==> src/rtl/mc_pkg.sv <==
// Shared types and encodings for the multi-cycle MIPS control sequencer.
// The state decode function gives the Moore control word for each state.
package mc_pkg;

   typedef enum logic [3:0] {
      IDLE     = 4'd0,
      FETCH    = 4'd1,
      DECODE   = 4'd2,
      EXEC_R   = 4'd3,
      EXEC_I   = 4'd4,
      MEM_ADDR = 4'd5,
      MEM_RD   = 4'd6,
      MEM_WR   = 4'd7,
      WB_R     = 4'd8,
      WB_I     = 4'd9,
      WB_MEM   = 4'd10,
      BRANCH   = 4'd11,
      JUMP     = 4'd12,
      ERROR    = 4'd13
   } state_e;

   localparam logic [5:0] OP_RTYPE = 6'b000000;
   localparam logic [5:0] OP_ADDI  = 6'b001000;
   localparam logic [5:0] OP_LW    = 6'b100011;
   localparam logic [5:0] OP_SW    = 6'b101011;
   localparam logic [5:0] OP_BEQ   = 6'b000100;
   localparam logic [5:0] OP_J     = 6'b000010;

   localparam logic [1:0] ALUOP_ADD   = 2'b00;
   localparam logic [1:0] ALUOP_SUB   = 2'b01;
   localparam logic [1:0] ALUOP_FUNCT = 2'b10;

   localparam logic       SRCA_PC     = 1'b0;
   localparam logic       SRCA_RS     = 1'b1;
   localparam logic [1:0] SRCB_RT     = 2'd0;
   localparam logic [1:0] SRCB_FOUR   = 2'd1;
   localparam logic [1:0] SRCB_IMM    = 2'd2;
   localparam logic [1:0] SRCB_IMM_SH = 2'd3;

   localparam logic [1:0] PCSRC_ALU    = 2'd0;
   localparam logic [1:0] PCSRC_ALUOUT = 2'd1;
   localparam logic [1:0] PCSRC_JUMP   = 2'd2;

   typedef struct packed {
      logic       mem_read;
      logic       mem_write;
      logic       iord;
      logic       pc_write;
      logic       pc_write_cond;
      logic [1:0] pc_src;
      logic       alu_src_a;
      logic [1:0] alu_src_b;
      logic [1:0] alu_op;
      logic       reg_dst;
      logic       mem_to_reg;
      logic       reg_write;
      logic       busy;
      logic       error;
   } ctrl_t;

   // FETCH's ir_write / pc_write depend on mem_ready and are added in the top.
   function automatic ctrl_t decode_state(input state_e s);
      ctrl_t c;
      c = '0;
      case (s)
         IDLE: c.busy = 1'b0;
         FETCH: begin
            c.mem_read  = 1'b1;
            c.iord      = 1'b0;
            c.alu_src_a = SRCA_PC;
            c.alu_src_b = SRCB_FOUR;
            c.alu_op    = ALUOP_ADD;
            c.pc_src    = PCSRC_ALU;
            c.busy      = 1'b1;
         end
         DECODE: begin
            c.alu_src_a = SRCA_PC;
            c.alu_src_b = SRCB_IMM_SH;
            c.alu_op    = ALUOP_ADD;
            c.busy      = 1'b1;
         end
         EXEC_R: begin
            c.alu_src_a = SRCA_RS;
            c.alu_src_b = SRCB_RT;
            c.alu_op    = ALUOP_FUNCT;
            c.busy      = 1'b1;
         end
         EXEC_I, MEM_ADDR: begin
            c.alu_src_a = SRCA_RS;
            c.alu_src_b = SRCB_IMM;
            c.alu_op    = ALUOP_ADD;
            c.busy      = 1'b1;
         end
         MEM_RD: begin
            c.mem_read = 1'b1;
            c.iord     = 1'b1;
            c.busy     = 1'b1;
         end
         MEM_WR: begin
            c.mem_write = 1'b1;
            c.iord      = 1'b1;
            c.busy      = 1'b1;
         end
         WB_R: begin
            c.reg_write = 1'b1;
            c.reg_dst   = 1'b1;
            c.busy      = 1'b1;
         end
         WB_I: begin
            c.reg_write = 1'b1;
            c.busy      = 1'b1;
         end
         WB_MEM: begin
            c.reg_write  = 1'b1;
            c.mem_to_reg = 1'b1;
            c.busy       = 1'b1;
         end
         BRANCH: begin
            c.alu_src_a     = SRCA_RS;
            c.alu_src_b     = SRCB_RT;
            c.alu_op        = ALUOP_SUB;
            c.pc_write_cond = 1'b1;
            c.pc_src        = PCSRC_ALUOUT;
            c.busy          = 1'b1;
         end
         JUMP: begin
            c.pc_write = 1'b1;
            c.pc_src   = PCSRC_JUMP;
            c.busy     = 1'b1;
         end
         ERROR: c.error = 1'b1;
         default: c.error = 1'b1;
      endcase
      return c;
   endfunction

endpackage

==> src/rtl/mc_mem_timer.sv <==
// Memory wait-state counter; expired_o flags that the current waiting cycle
// is the MEM_TIMEOUT-th one since the counter was last cleared.
module mc_mem_timer #(
   parameter int unsigned MEM_TIMEOUT = 15
) (
   input  logic clk_i,
   input  logic rst_i,
   input  logic clear_i,
   input  logic enable_i,
   output logic expired_o
);
   localparam int unsigned W = $clog2(MEM_TIMEOUT + 1);
   localparam logic [W-1:0] LAST = W'(MEM_TIMEOUT - 1);

   logic [W-1:0] cnt_r;
   logic [W-1:0] cnt_next_s;
   logic         expired_r;

   // Next count: a clear on state entry takes priority over a wait cycle
   always_comb begin
      cnt_next_s = cnt_r;
      if (clear_i) begin
         cnt_next_s = {W{1'b0}};
      end else if (enable_i) begin
         cnt_next_s = cnt_r + W'(1);
      end else begin
         cnt_next_s = cnt_r;
      end
   end

   // Counter and registered expiry flag
   always_ff @(posedge clk_i or negedge rst_i) begin
      if (!rst_i) begin
         cnt_r     <= {W{1'b0}};
         expired_r <= 1'b0;
      end else begin
         cnt_r     <= cnt_next_s;
         expired_r <= (cnt_next_s == LAST);
      end
   end

   assign expired_o = expired_r;

endmodule

==> src/rtl/multicycle_ctrl.sv <==
// Multi-cycle MIPS control FSM: sequences IF/ID/EX/MEM/WB over a shared ALU
// and unified memory port, with memory timeout and retired-instruction count.
module multicycle_ctrl #(
   parameter int unsigned MEM_TIMEOUT = 15,
   parameter int unsigned CNT_W       = 32
) (
   input  logic             clk_i,
   input  logic             rst_i,
   input  logic             start_i,
   input  logic [5:0]       op_i,
   input  logic             zero_i,
   input  logic             mem_ready_i,
   output logic             mem_read_o,
   output logic             mem_write_o,
   output logic             iord_o,
   output logic             ir_write_o,
   output logic             pc_write_o,
   output logic             pc_write_cond_o,
   output logic [1:0]       pc_src_o,
   output logic             alu_src_a_o,
   output logic [1:0]       alu_src_b_o,
   output logic [1:0]       alu_op_o,
   output logic             reg_dst_o,
   output logic             mem_to_reg_o,
   output logic             reg_write_o,
   output logic             busy_o,
   output logic             error_o,
   output logic [CNT_W-1:0] instr_count_o
);
   import mc_pkg::*;

   state_e           state_r;
   state_e           next_s;
   ctrl_t            out_r;
   logic [CNT_W-1:0] count_r;
   logic             retire_s;
   logic             mem_state_s;
   logic             expired_s;
   logic             fetch_done_s;
   logic             unused_zero_s;

   // zero_i is combined with pc_write_cond_o in the datapath, not here
   assign unused_zero_s = zero_i;

   assign mem_state_s  = (state_r == FETCH) || (state_r == MEM_RD) || (state_r == MEM_WR);
   assign fetch_done_s = (state_r == FETCH) && mem_ready_i;

   mc_mem_timer #(.MEM_TIMEOUT(MEM_TIMEOUT)) u_timer (
      .clk_i     (clk_i),
      .rst_i     (rst_i),
      .clear_i   (next_s != state_r),
      .enable_i  (mem_state_s && !mem_ready_i),
      .expired_o (expired_s)
   );

   // Next-state logic; ready beats timeout in the memory states
   always_comb begin
      next_s   = state_r;
      retire_s = 1'b0;
      case (state_r)
         IDLE: begin
            if (start_i) next_s = FETCH;
            else         next_s = IDLE;
         end
         FETCH: begin
            if (mem_ready_i)    next_s = DECODE;
            else if (expired_s) next_s = ERROR;
            else                next_s = FETCH;
         end
         DECODE: begin
            case (op_i)
               OP_RTYPE:     next_s = EXEC_R;
               OP_ADDI:      next_s = EXEC_I;
               OP_LW, OP_SW: next_s = MEM_ADDR;
               OP_BEQ:       next_s = BRANCH;
               OP_J:         next_s = JUMP;
               default:      next_s = ERROR;
            endcase
         end
         EXEC_R: next_s = WB_R;
         EXEC_I: next_s = WB_I;
         MEM_ADDR: begin
            if (op_i == OP_LW) next_s = MEM_RD;
            else               next_s = MEM_WR;
         end
         MEM_RD: begin
            if (mem_ready_i)    next_s = WB_MEM;
            else if (expired_s) next_s = ERROR;
            else                next_s = MEM_RD;
         end
         MEM_WR: begin
            if (mem_ready_i)    retire_s = 1'b1;
            else if (expired_s) next_s = ERROR;
            else                next_s = MEM_WR;
         end
         WB_R, WB_I, WB_MEM, BRANCH, JUMP: retire_s = 1'b1;
         ERROR:   next_s = ERROR;
         default: next_s = ERROR;
      endcase
      if (retire_s) begin
         next_s = start_i ? FETCH : IDLE;
      end else begin
         next_s = next_s;
      end
   end

   // State, registered Moore control word and retired-instruction counter
   always_ff @(posedge clk_i or negedge rst_i) begin
      if (!rst_i) begin
         state_r <= IDLE;
         out_r   <= '0;
         count_r <= {CNT_W{1'b0}};
      end else begin
         state_r <= next_s;
         out_r   <= decode_state(next_s);
         if (retire_s) count_r <= count_r + CNT_W'(1);
         else          count_r <= count_r;
      end
   end

   assign mem_read_o      = out_r.mem_read;
   assign mem_write_o     = out_r.mem_write;
   assign iord_o          = out_r.iord;
   assign ir_write_o      = fetch_done_s;
   assign pc_write_o      = out_r.pc_write | fetch_done_s;
   assign pc_write_cond_o = out_r.pc_write_cond;
   assign pc_src_o        = out_r.pc_src;
   assign alu_src_a_o     = out_r.alu_src_a;
   assign alu_src_b_o     = out_r.alu_src_b;
   assign alu_op_o        = out_r.alu_op;
   assign reg_dst_o       = out_r.reg_dst;
   assign mem_to_reg_o    = out_r.mem_to_reg;
   assign reg_write_o     = out_r.reg_write;
   assign busy_o          = out_r.busy;
   assign error_o         = out_r.error;
   assign instr_count_o   = count_r;

endmodule

==> config.mk <==
export PLATFORM = sky130hd
export DESIGN_NAME = multicycle_ctrl
export DESIGN_NICKNAME = d
export VERILOG_FILES = /design/src/rtl/mc_pkg.sv /design/src/rtl/mc_mem_timer.sv /design/src/rtl/multicycle_ctrl.sv
export SDC_FILE = /design/constraint.sdc
export NUM_CORES = 1
export LEC_CHECK = 0
export ABC_AREA = 1
export BUFFER_PORTS_ARGS = -buffer_cell sky130_fd_sc_hd__buf_2
export CORE_MARGIN = 10
export CORE_UTILIZATION = 52
export DETAILED_ROUTE_END_ITERATION = 16
export PLACE_DENSITY = 0.85
export SYNTH_ARGS = -nofsm -noshare
export SYNTH_HDL_FRONTEND = slang
export SYNTH_SLANG_ARGS = --single-unit
==> constraint.sdc <==
create_clock -name clk_i -period 2.61 [get_ports clk_i]
set_input_delay 0 -clock clk_i [delete_from_list [all_inputs] [get_ports clk_i]]
set_output_delay 0 -clock clk_i [all_outputs]
set_load 0.005 [all_outputs]
==> run summary <==
Setup Total Neg Slack - 0 ns
Post-synth ARST share - 100%
Final Max Tran Viols - 0
Max FO, Critical Path - 12
Crit Path Class - reg -> reg
setup bufs post-CTS - 0
Hold Crit Class - in -> reg
unrepaired setup endpoints after global routing - false
Arr. time, crit path - 2.27 ns
PwrDens - 855 mW/mm^2
Seq/Total Area, Yosys - 46.1%
status - complete, no violations
Final min period - 2.04 ns
Antenna diodes - 0
Rel. slew slack - 61.8%
final worst-path cycle share - 78.2%
top cell type's share of synthesized area - 46.1%
antenna violations before repair - 0
CTS tree - built
actual slew at the worst max-slew pin - 0.573 ns
Syn. warnings - 0
multi-input logic area - 0.00140 sq mm
Avg Cell Area, Syn - 8.20 sq um
Initial Util - 52.9%
number of synthesized flops with an enable pin - 0
htree depth - 3
Root Driver - clkbuf_8
Clock Sinks - 57
drt first pass iters - 4
row cnt - 28
DRC - 0
vias post-DR - 2,567
die width - 97.1 um
post-cts resize count - 0
GRT Util Overall - 14.7%
dpl cells - 502
reg2reg start - state_r[3]$_DFF_PN0_
Avg Vias per Cell - 4.96
layout cells sized above 1 - 23.9%
register area - 0.00143 sq mm
net count after synthesis - 390
Die Footprint - 0.00943 sq mm
first-pass GRT wire length - 11,700 um
vias in the first global route - 2,526
Area growth, synth to finish - 16.1%
Fillers - 512
Crit. End Element - flop
largest net degree at the start of global routing - 31
I/O pin count - 61
Worst-path clk slew - 0.07 ns
remaining antenna violation count - 0
pre-CTS WS - 0.577 ns
Main synth FF type - dfrtp_1
post-DR wirelength/cell - 13.0 um
final net count - 452
DP HPWL - 5190 um
# port buffers - 59
max frequency - 0.490 GHz
Final Wtd Congestion - 0.861
final setup violation count - 0
area of the mapped netlist - 0.00309 sq mm
cell count after synthesis - 377
Initial DRC Count - 145
Max Buffers Root-to-Sink - 2
cts bufs inserted - 9
Leak - 2.00 nW
# Max-Cap Violations - 0
Layout Cells excl Fill - 518
Clock Latency Late Sink - 0.34 ns
flops & latches, synth - 57
CP required - 2.84 ns
worst vdd ir - 574 uV
final setup margin - 0.570 ns
Clock Skews - 0.00752 ns
Synth cell types - 34
Total Wirelength - 6750 um
Worst Setup SP - state_r[3]$_DFF_PN0_
Synth area leaders - dfrtp_1 (46%), nand2_1 (12%), nor2_1 (5.8%), xor2_1 (5.7%), inv_1 (5.1%)
Synth area leader - dfrtp_1
Core ar. - 0.00585 sq mm
Chip Height - 97.1 um
final hold violation count - 0
CP startpoint kind - flop
Min-Delay Startpoint - start_i
Overflow after GRT - 0
[sequential cells by signal (all words and copies together) (netlist names)]
name / cells
error_o: 1
pc_src_o: 2
alu_src_a_o: 1
state_r: 4
mem_to_reg_o: 1
alu_op_o: 2
iord_o: 1
busy_o: 1
mem_write_o: 1
reg_dst_o: 1
u_timer.cnt_r: 4
mem_read_o: 1
u_timer.expired_o: 1
reg_write_o: 1
alu_src_b_o: 2
instr_count_o: 32
out_r: 1
[logic make-up after synthesis]
| group | after synthesis | synth area share [%] |
|---|---|---|
| adders and majority gates | 2 | 0.809 |
| xor gates and xnor gates | 34 | 9.63 |
| and+or+nand+nor | 218 | 32.8 |
| DFF | 57 | 46.1 |
| buffers and inverters | 57 | 8.62 |
| AOI/OAI and AO/OA | 9 | 1.98 |
[layout by cell type, fill, tap and decap left out, types with 2 or more instances in the layout]
cell / count
nor2_2: 6
xor2_1: 20
a21oi_1: 2
nand4_1: 5
nand3_1: 29
dfrtp_1: 57
inv_1: 42
clkbuf_8: 12
or4_1: 2
nor2_1: 48
ha_1: 2
nand2_4: 3
nor3_1: 11
inv_2: 5
xnor2_1: 14
nand2_2: 7
buf_2: 59
o21ai_0: 2
nand2_1: 97
nor2_4: 2
[worst paths after layout]
path,endpoint,slack [ns],cells past startpoint
max reg2reg,instr_count_o[27]$_DFFE_PN0P_,0.57,11
min reg2reg,instr_count_o[31]$_DFFE_PN0P_,0.48,1
max,instr_count_o[27]$_DFFE_PN0P_,0.57,11
max in group asynchronous,u_timer.cnt_r[2]$_DFF_PN0_,1.61,3
min,state_r[0]$_DFF_PN0_,0.08,4
min in group asynchronous,instr_count_o[6]$_DFFE_PN0P_,0.19,2
[layer usage]
| layer | share of wire (%) | global-route usage (%) |
|---|---|---|
| met2 | 49 | 24.2 |
| met4 | 1.6 | 5.45 |
| met5 | 0 | 0 |
| met1 | 44 | 17.6 |
| met3 | 5.5 | 4.48 |
[cell usage after synthesis (2+ instances only)]
cell     count
a21oi_1      2
buf_4        7
buf_6        2
dfrtp_1     57
ha_1         2
inv_1       42
inv_2        5
nand2_1     97
nand2_2      7
nand2_4      3
nand3_1     29
nand4_1      5
nor2_1      48
nor2_2       6
nor2_4       2
nor3_1      11
o21ai_0      2
or4_1        2
xnor2_1     14
xor2_1      20
[per-stage QoR]
step | area [sq um] | power [mW] | util, % | hold slack, ns
2_1_floorplan | 3090 | 2.07 | - | -0.296
3_3_place_gp | 3400 | 2.29 | 58.1 | 0.0233
3_5_place_dp | 3400 | 2.32 | 58.1 | 0.0281
4_1_cts | 3590 | 3.10 | 61.4 | 0.0762
5_1_grt | 3590 | 3.31 | 61.4 | 0.112
6_report | 3590 | 3.07 | 61.4 | 0.0789
[what timing repair did]
action                                  CTS  global route
endpoints found under the hold margin    27             0
endpoints found under the setup margin    0             0
hold buffers                              1             0
[report_power, final]
| part | total (mW) | switching, mW | internal [mW] |
|---|---|---|---|
| Combinational | 1.14 | 0.756 | 0.386 |
| Clock | 0.755 | 0.339 | 0.415 |
| Sequential | 1.17 | 0.140 | 1.03 |
| Total | 3.07 | 1.24 | 1.83 |
[worst max-delay path: stages, from the launching register on]
cell and delay, ns:
dfrtp_1 0.49, inv_2 0.12, nand2_2 0.10, nor2_2 0.13, nand2_2 0.09, nand2_4 0.16, nand3_2 0.13, nor2_2 0.16
nand2_1 0.11, nor2_1 0.20, nand2_1 0.09, xor2_1 0.14
[cell type report]
| cell class | count | area share, % |
|---|---|---|
| sequential | 57 | 39.7 |
| tap | 75 | 2.61 |
| clock inverter | 2 | 0.348 |
| clock buffer | 13 | 4.70 |
| inverter | 47 | 4.91 |
| timing repair buffer | 61 | 8.71 |
| multi-input combinational | 263 | 39.0 |
Note: power is estimated with default switching activity, not from simulation.
